### config.mk
export PLATFORM = sky130hd
export DESIGN_NAME = regfile_wb_sched
export DESIGN_NICKNAME = d
export VERILOG_FILES = /design/src/rtl/regfile_wb_sched_pkg.sv /design/src/rtl/regfile_wb_sched_rr_arbiter3.sv /design/src/rtl/regfile_wb_sched.sv
export SDC_FILE = /design/constraint.sdc
export NUM_CORES = 1
export LEC_CHECK = 0
export CORE_AREA = 2 2 87 89
export DETAILED_ROUTE_END_ITERATION = 8
export DIE_AREA = 0 0 89 91
export PLACE_DENSITY = 0.88
export SYNTH_ARGS = -nofsm -noshare
export SYNTH_HDL_FRONTEND = slang
export SYNTH_SLANG_ARGS = --single-unit
### constraint.sdc
create_clock -name clk -period 1.9 [get_ports clk]
set_input_delay 0.38 -clock clk [delete_from_list [all_inputs] [get_ports clk]]
set_output_delay 0.38 -clock clk [all_outputs]
set_load 0.05 [all_outputs]
### src/rtl/regfile_wb_sched_pkg.sv
// Shared definitions for the register-file write-back scheduler: FSM states,
// requester indices and fixed register numbers.
package regfile_wb_sched_pkg;

  typedef enum logic {
    ST_INIT = 1'b0,
    ST_RUN  = 1'b1
  } state_e;

  localparam int NUM_REQ = 3;
  localparam int REQ_ALU = 0;
  localparam int REQ_LD  = 1;
  localparam int REQ_LNK = 2;

  localparam logic [4:0] REG_ZERO     = 5'h00;
  localparam logic [4:0] LINK_REG_DEF = 5'h1F;

  // Next requester index in round-robin order ALU -> LD -> LNK -> ALU.
  function automatic logic [1:0] rr_next(input logic [1:0] idx);
    case (idx)
      2'd0:    rr_next = 2'd1;
      2'd1:    rr_next = 2'd2;
      default: rr_next = 2'd0;
    endcase
  endfunction

  function automatic logic [1:0] onehot_idx(input logic [NUM_REQ-1:0] g);
    case (g)
      3'b010:  onehot_idx = 2'(REQ_LD);
      3'b100:  onehot_idx = 2'(REQ_LNK);
      default: onehot_idx = 2'(REQ_ALU);
    endcase
  endfunction

endpackage

### src/rtl/regfile_wb_sched_rr_arbiter3.sv
// Combinational 3-way round-robin arbiter; the search starts one past the
// last-grant pointer, which is owned by the caller.
module rr_arbiter3
  import regfile_wb_sched_pkg::*;
(
  input  logic [NUM_REQ-1:0] req_i,
  input  logic [1:0]         ptr_i,
  output logic [NUM_REQ-1:0] grant_o
);

  logic [1:0] order [NUM_REQ];
  logic       found;

  always_comb begin
    order[0] = rr_next(ptr_i);
    order[1] = rr_next(order[0]);
    order[2] = rr_next(order[1]);
  end

  always_comb begin
    grant_o = '0;
    found   = 1'b0;
    for (int k = 0; k < NUM_REQ; k++) begin
      if (!found && req_i[order[k]]) begin
        grant_o[order[k]] = 1'b1;
        found             = 1'b1;
      end
    end
  end

endmodule

### src/rtl/regfile_wb_sched.sv
// Register-file write-port scheduler: zeroes all registers after reset, then
// round-robins the single write port between ALU, load and link write-back.
module regfile_wb_sched
  import regfile_wb_sched_pkg::*;
#(
  parameter int                DATA_W   = 32,
  parameter int                ADDR_W   = 5,
  parameter logic [ADDR_W-1:0] LINK_REG = ADDR_W'(LINK_REG_DEF)
) (
  input  logic              clk,
  input  logic              rst,
  input  logic              alu_req,
  input  logic [ADDR_W-1:0] alu_addr,
  input  logic [DATA_W-1:0] alu_data,
  output logic              alu_gnt,
  input  logic              ld_req,
  input  logic [ADDR_W-1:0] ld_addr,
  input  logic [DATA_W-1:0] ld_data,
  output logic              ld_gnt,
  input  logic              lnk_req,
  input  logic [DATA_W-1:0] lnk_data,
  output logic              lnk_gnt,
  output logic              rf_we,
  output logic [ADDR_W-1:0] rf_waddr,
  output logic [DATA_W-1:0] rf_wdata,
  output logic              init_busy
);

  state_e              state_q, state_d;
  logic [ADDR_W-1:0]   cnt_q, cnt_d;
  logic                sweep_done_q, sweep_done_d;
  logic [1:0]          ptr_q, ptr_d;
  logic                rf_we_q, rf_we_d;
  logic [ADDR_W-1:0]   rf_waddr_q, rf_waddr_d;
  logic [DATA_W-1:0]   rf_wdata_q, rf_wdata_d;
  logic [NUM_REQ-1:0]  gnt_q, gnt_d;
  logic                init_busy_q, init_busy_d;

  logic [NUM_REQ-1:0]  req_elig;
  logic [NUM_REQ-1:0]  grant;
  logic [ADDR_W-1:0]   sel_addr;
  logic [DATA_W-1:0]   sel_data;

  // A requester granted last cycle is still holding its (now served) request.
  assign req_elig = {lnk_req, ld_req, alu_req} & ~gnt_q;

  rr_arbiter3 u_arb (
    .req_i   (req_elig),
    .ptr_i   (ptr_q),
    .grant_o (grant)
  );

  always_comb begin
    sel_addr = alu_addr;
    sel_data = alu_data;
    if (grant[REQ_LD]) begin
      sel_addr = ld_addr;
      sel_data = ld_data;
    end
    if (grant[REQ_LNK]) begin
      sel_addr = LINK_REG;
      sel_data = lnk_data;
    end
  end

  always_comb begin
    state_d      = state_q;
    cnt_d        = cnt_q;
    sweep_done_d = sweep_done_q;
    ptr_d        = ptr_q;
    rf_we_d      = 1'b0;
    rf_waddr_d   = rf_waddr_q;
    rf_wdata_d   = rf_wdata_q;
    gnt_d        = '0;
    init_busy_d  = init_busy_q;

    case (state_q)
      ST_INIT: begin
        // One idle cycle after the last sweep write so init_busy drops with rf_we low.
        if (sweep_done_q) begin
          state_d      = ST_RUN;
          sweep_done_d = 1'b0;
          init_busy_d  = 1'b0;
        end else begin
          rf_we_d     = 1'b1;
          rf_waddr_d  = cnt_q;
          rf_wdata_d  = '0;
          cnt_d       = cnt_q + ADDR_W'(1);
          init_busy_d = 1'b1;
          if (cnt_q == '1) begin
            sweep_done_d = 1'b1;
          end
        end
      end
      ST_RUN: begin
        init_busy_d = 1'b0;
        if (|grant) begin
          gnt_d      = grant;
          ptr_d      = onehot_idx(grant);
          rf_waddr_d = sel_addr;
          rf_wdata_d = sel_data;
          rf_we_d    = (sel_addr != ADDR_W'(REG_ZERO));
        end
      end
      default: begin
        state_d = ST_INIT;
      end
    endcase
  end

  always_ff @(posedge clk) begin
    if (rst) begin
      state_q      <= ST_INIT;
      cnt_q        <= '0;
      sweep_done_q <= 1'b0;
      ptr_q        <= 2'(REQ_LNK);
      rf_we_q      <= 1'b0;
      rf_waddr_q   <= '0;
      rf_wdata_q   <= '0;
      gnt_q        <= '0;
      init_busy_q  <= 1'b1;
    end else begin
      state_q      <= state_d;
      cnt_q        <= cnt_d;
      sweep_done_q <= sweep_done_d;
      ptr_q        <= ptr_d;
      rf_we_q      <= rf_we_d;
      rf_waddr_q   <= rf_waddr_d;
      rf_wdata_q   <= rf_wdata_d;
      gnt_q        <= gnt_d;
      init_busy_q  <= init_busy_d;
    end
  end

  assign alu_gnt   = gnt_q[REQ_ALU];
  assign ld_gnt    = gnt_q[REQ_LD];
  assign lnk_gnt   = gnt_q[REQ_LNK];
  assign rf_we     = rf_we_q;
  assign rf_waddr  = rf_waddr_q;
  assign rf_wdata  = rf_wdata_q;
  assign init_busy = init_busy_q;

endmodule
==> impl_results.md <==
- Placer congestion estimate: slightly below 0.9
- Sw Ratio: between 20% and 30%
- Cell taking the most area after synthesis: dfxtp_1
- WL per Instance: 15.4 um
- Final period utilization: 98.4%
- Max-slew headroom: a little under two thirds
- Part of the power in registers: 47.6%
- Register area share after synthesis: a little under two fifths
- CTS Root Cell: clkbuf_8
- Syn_nets: 402
- Total wire length: roughly 8600 um
- DRT antenna net count: 0
- Global-route wire length before repair: between 10000 and 15000 um
- WP data arrival: around 1500 ps
- Row count: 31
- Number of global-route vias before repair: approximately 3000
- Post-synthesis register bit count: a little over 50
- Worst hold slack: 429 ps
- Peak VDD IR: 0.280 mV
- CP endpoint kind: output port
- Drt via density: around 5.0
- Worst Tran Pin Value: roughly 550 ps
- Kind of cell adding the most delay to the critical path: buffers and inverters
- Core area: roughly 0.007 mm2
- R2R Setup Slk: ~200 ps
- Drt drc: 0
- Psw: around 540 uW
- Power Density: 489 mW/mm2
- Crit Path Class: flop to output port
- Top cell type's share of synthesized area: 37.3%
- Initial DRC Count: between 80 and 90
- CTS tree: yes
- Leakage: roughly 2.1 nW
- Mapped Cells: 289
- Layout Nets: around 570
- Io pins: 153
- Die Width: 89 um
- CTS clock-pin slew for the worst setup and hold paths: about 90 ps
- Total CTS buffers: 5
- Final hold vios: 0
- Clock power frac: between 30% and 40%
- Final Skew: between 6 and 7 ps
- Worst path cell trace: clkdlybuf4s50_1
- # diodes: 0
- Port buffer count: about 150
- Largest net degree at the start of global routing: 22
- Max Freq: roughly 0.53 GHz
- Tmin final: roughly 1900 ps
- Total clock sinks: between 50 and 60
- Gr ovfl total: 0
- Total number of yosys warnings: 0
- Number of H-tree levels: 2
- Combinational Power Share: between 20% and 30%
- Worst hold path depth: 3
- Final core utilization: 65.5%
- Max-cap violations: 0
- Via count: about 2800
- Crit path largest cell delay: ~840 ps
- Iteration count of the initial detailed-routing pass: 4
- Cell internal pwr: 1.74 mW
- Outcome: completed
- Mean Syn Cell Area: ~9.5 um2
- Tightest Hold Check Type: input port to flop
- Synth top area cells: dfxtp_1 (37%), mux2i_1 (12%), o221ai_2 (9.9%), nand2_1 (6.0%), inv_1 (4.8%)
- Worst skew pair latency: roughly 300 ps
- Die Area: between 0.008 and 0.009 mm2
- FF-to-FF path depth: 7
- Final Max Slew Viols: 0
- Post-CTS Hold Buffers: 0
- All-Layer GR Usage: approximately 21%
- Post-DP HPWL: about 6700 um
- Die span in y: between 90 and 100 um
- Worst path slowest cell: clkdlybuf4s50_1
- Area grow syn2layout: 70.7%
- Starting Density: 38.4%
- Initial antenna violation count: 0
- Cell variety after synth: between 40 and 50
- Worst-case clock buffer depth: 2
- Share of post-route cells with drive strength above 1: around a fifth
- CP bufs+invs: 1
- # setup viols final: 0
- CP required: approximately 1500 ps
- Crit Path Max Fanout: 2
- # placed instances: between 500 and 600
- Post-Syn Area: 0.00274 mm2
- Fin cells: between 500 and 600
- Crit path launch type: flop
- Crit. path cell count: 1
cells by family after synthesis:
family	after synthesis	share of synthesized area, %
fa+ha+maj	2	0.913
simple gates	76	13.2
buf+inv	53	10.3
compound gates	68	23.7
xor+xnor	3	0.959
mux	36	13.6
flops	51	37.3
stage by stage:
stage | cell area, um2 | setup TNS (ps) | power (mW) | setup WS [ps]
finish | 4680 | 0 | 2.29 | 30.5
global route | 4680 | -5.20 | 2.38 | -5.20
CTS | 4600 | 0 | 2.30 | 7.42
detailed placement | 4500 | -9120 | 1.61 | -303
global placement | 4500 | -6890 | 1.60 | -206
floorplan | 2740 | 0 | 1.31 | 25.6
synth_stat cells (all sizes together):
library cell and count:
and2b 2, o31ai 1, and3 1, or2 3
clkbuf 7, inv 35, xor2 2, nand2 44
a41oi 1, buf 11, a31oi 1, nand2b 5
a21o 5, mux2i 32, a22o 4, or4 2
o211ai 1, a22oi 2, o221ai 32, o21ai 7
nor2 11, o31a 1, o21a 1, dfxtp 51
mux2 4, nand4 1, a211oi 2, ha 2
nor3 4, xnor2 1, a21oi 10, nor2b 3
worst paths after layout:
kind,start,to
max,rf_wdata[18],rf_wdata[18]
min,alu_req,gnt_q[0]
max reg2reg,gnt_q[2],rf_wdata[23]
min reg2reg,rf_wdata[8],rf_wdata[8]
power by group through the flow:
| stage | Combinational [mW] | Sequential, mW | Clock [mW] |
|---|---|---|---|
| 2_1_floorplan | 0.180 | 1.13 | 0 |
| 3_3_place_gp | 0.482 | 1.11 | 0 |
| 3_5_place_dp | 0.493 | 1.11 | 0 |
| 4_1_cts | 0.494 | 1.09 | 0.716 |
| 5_1_grt | 0.543 | 1.09 | 0.748 |
| 6_report | 0.509 | 1.09 | 0.689 |
state kept, by name (all words and copies together) (netlist names):
name          cells
rf_we             1
rf_wdata         32
cnt_q             5
init_busy         1
state_q           1
ptr_q             2
sweep_done_q      1
gnt_q             3
rf_waddr          5
cell usage in the layout, fill, tap and decap left out, drive strengths merged, types with 2 or more instances in the layout:
master / count
dlymetal6s2s: 6
a22oi: 2
clkdlybuf4s50: 135
a211oi: 2
nor2: 11
nor2b: 3
mux2i: 32
xor2: 2
nor3: 4
mux2: 4
and2b: 2
o221ai: 32
nand2b: 5
buf: 39
nand2: 44
inv: 35
o21ai: 7
ha: 2
or2: 3
clkbuf: 9
a22o: 4
dfxtp: 51
or4: 2
a21oi: 10
a21o: 5
metal layers:
layer / wire length (um) / GRT usage, % / share of wire (%)
met1: 3300 / 23.8 / 38
met2: 4590 / 37.8 / 53
met3: 607 / 5.45 / 7.1
met4: 103 / 4.60 / 1.2
met5: 0 / 0 / 0
cell type report:
class,count,area [um2]
fillers,585,2460
repair buffers,181,1830
multi-input cells,185,1470
flip-flops and latches,51,1020
inverters,35,131
well taps,99,124
clock buffers,8,100
what timing repair did:
item,4_1_cts,5_1_grt
endpoints found under the setup margin,0,35
gates resized for setup,0,11
buffers inserted,0,1
No activity file was read; power rests on OpenSTA's default activity.
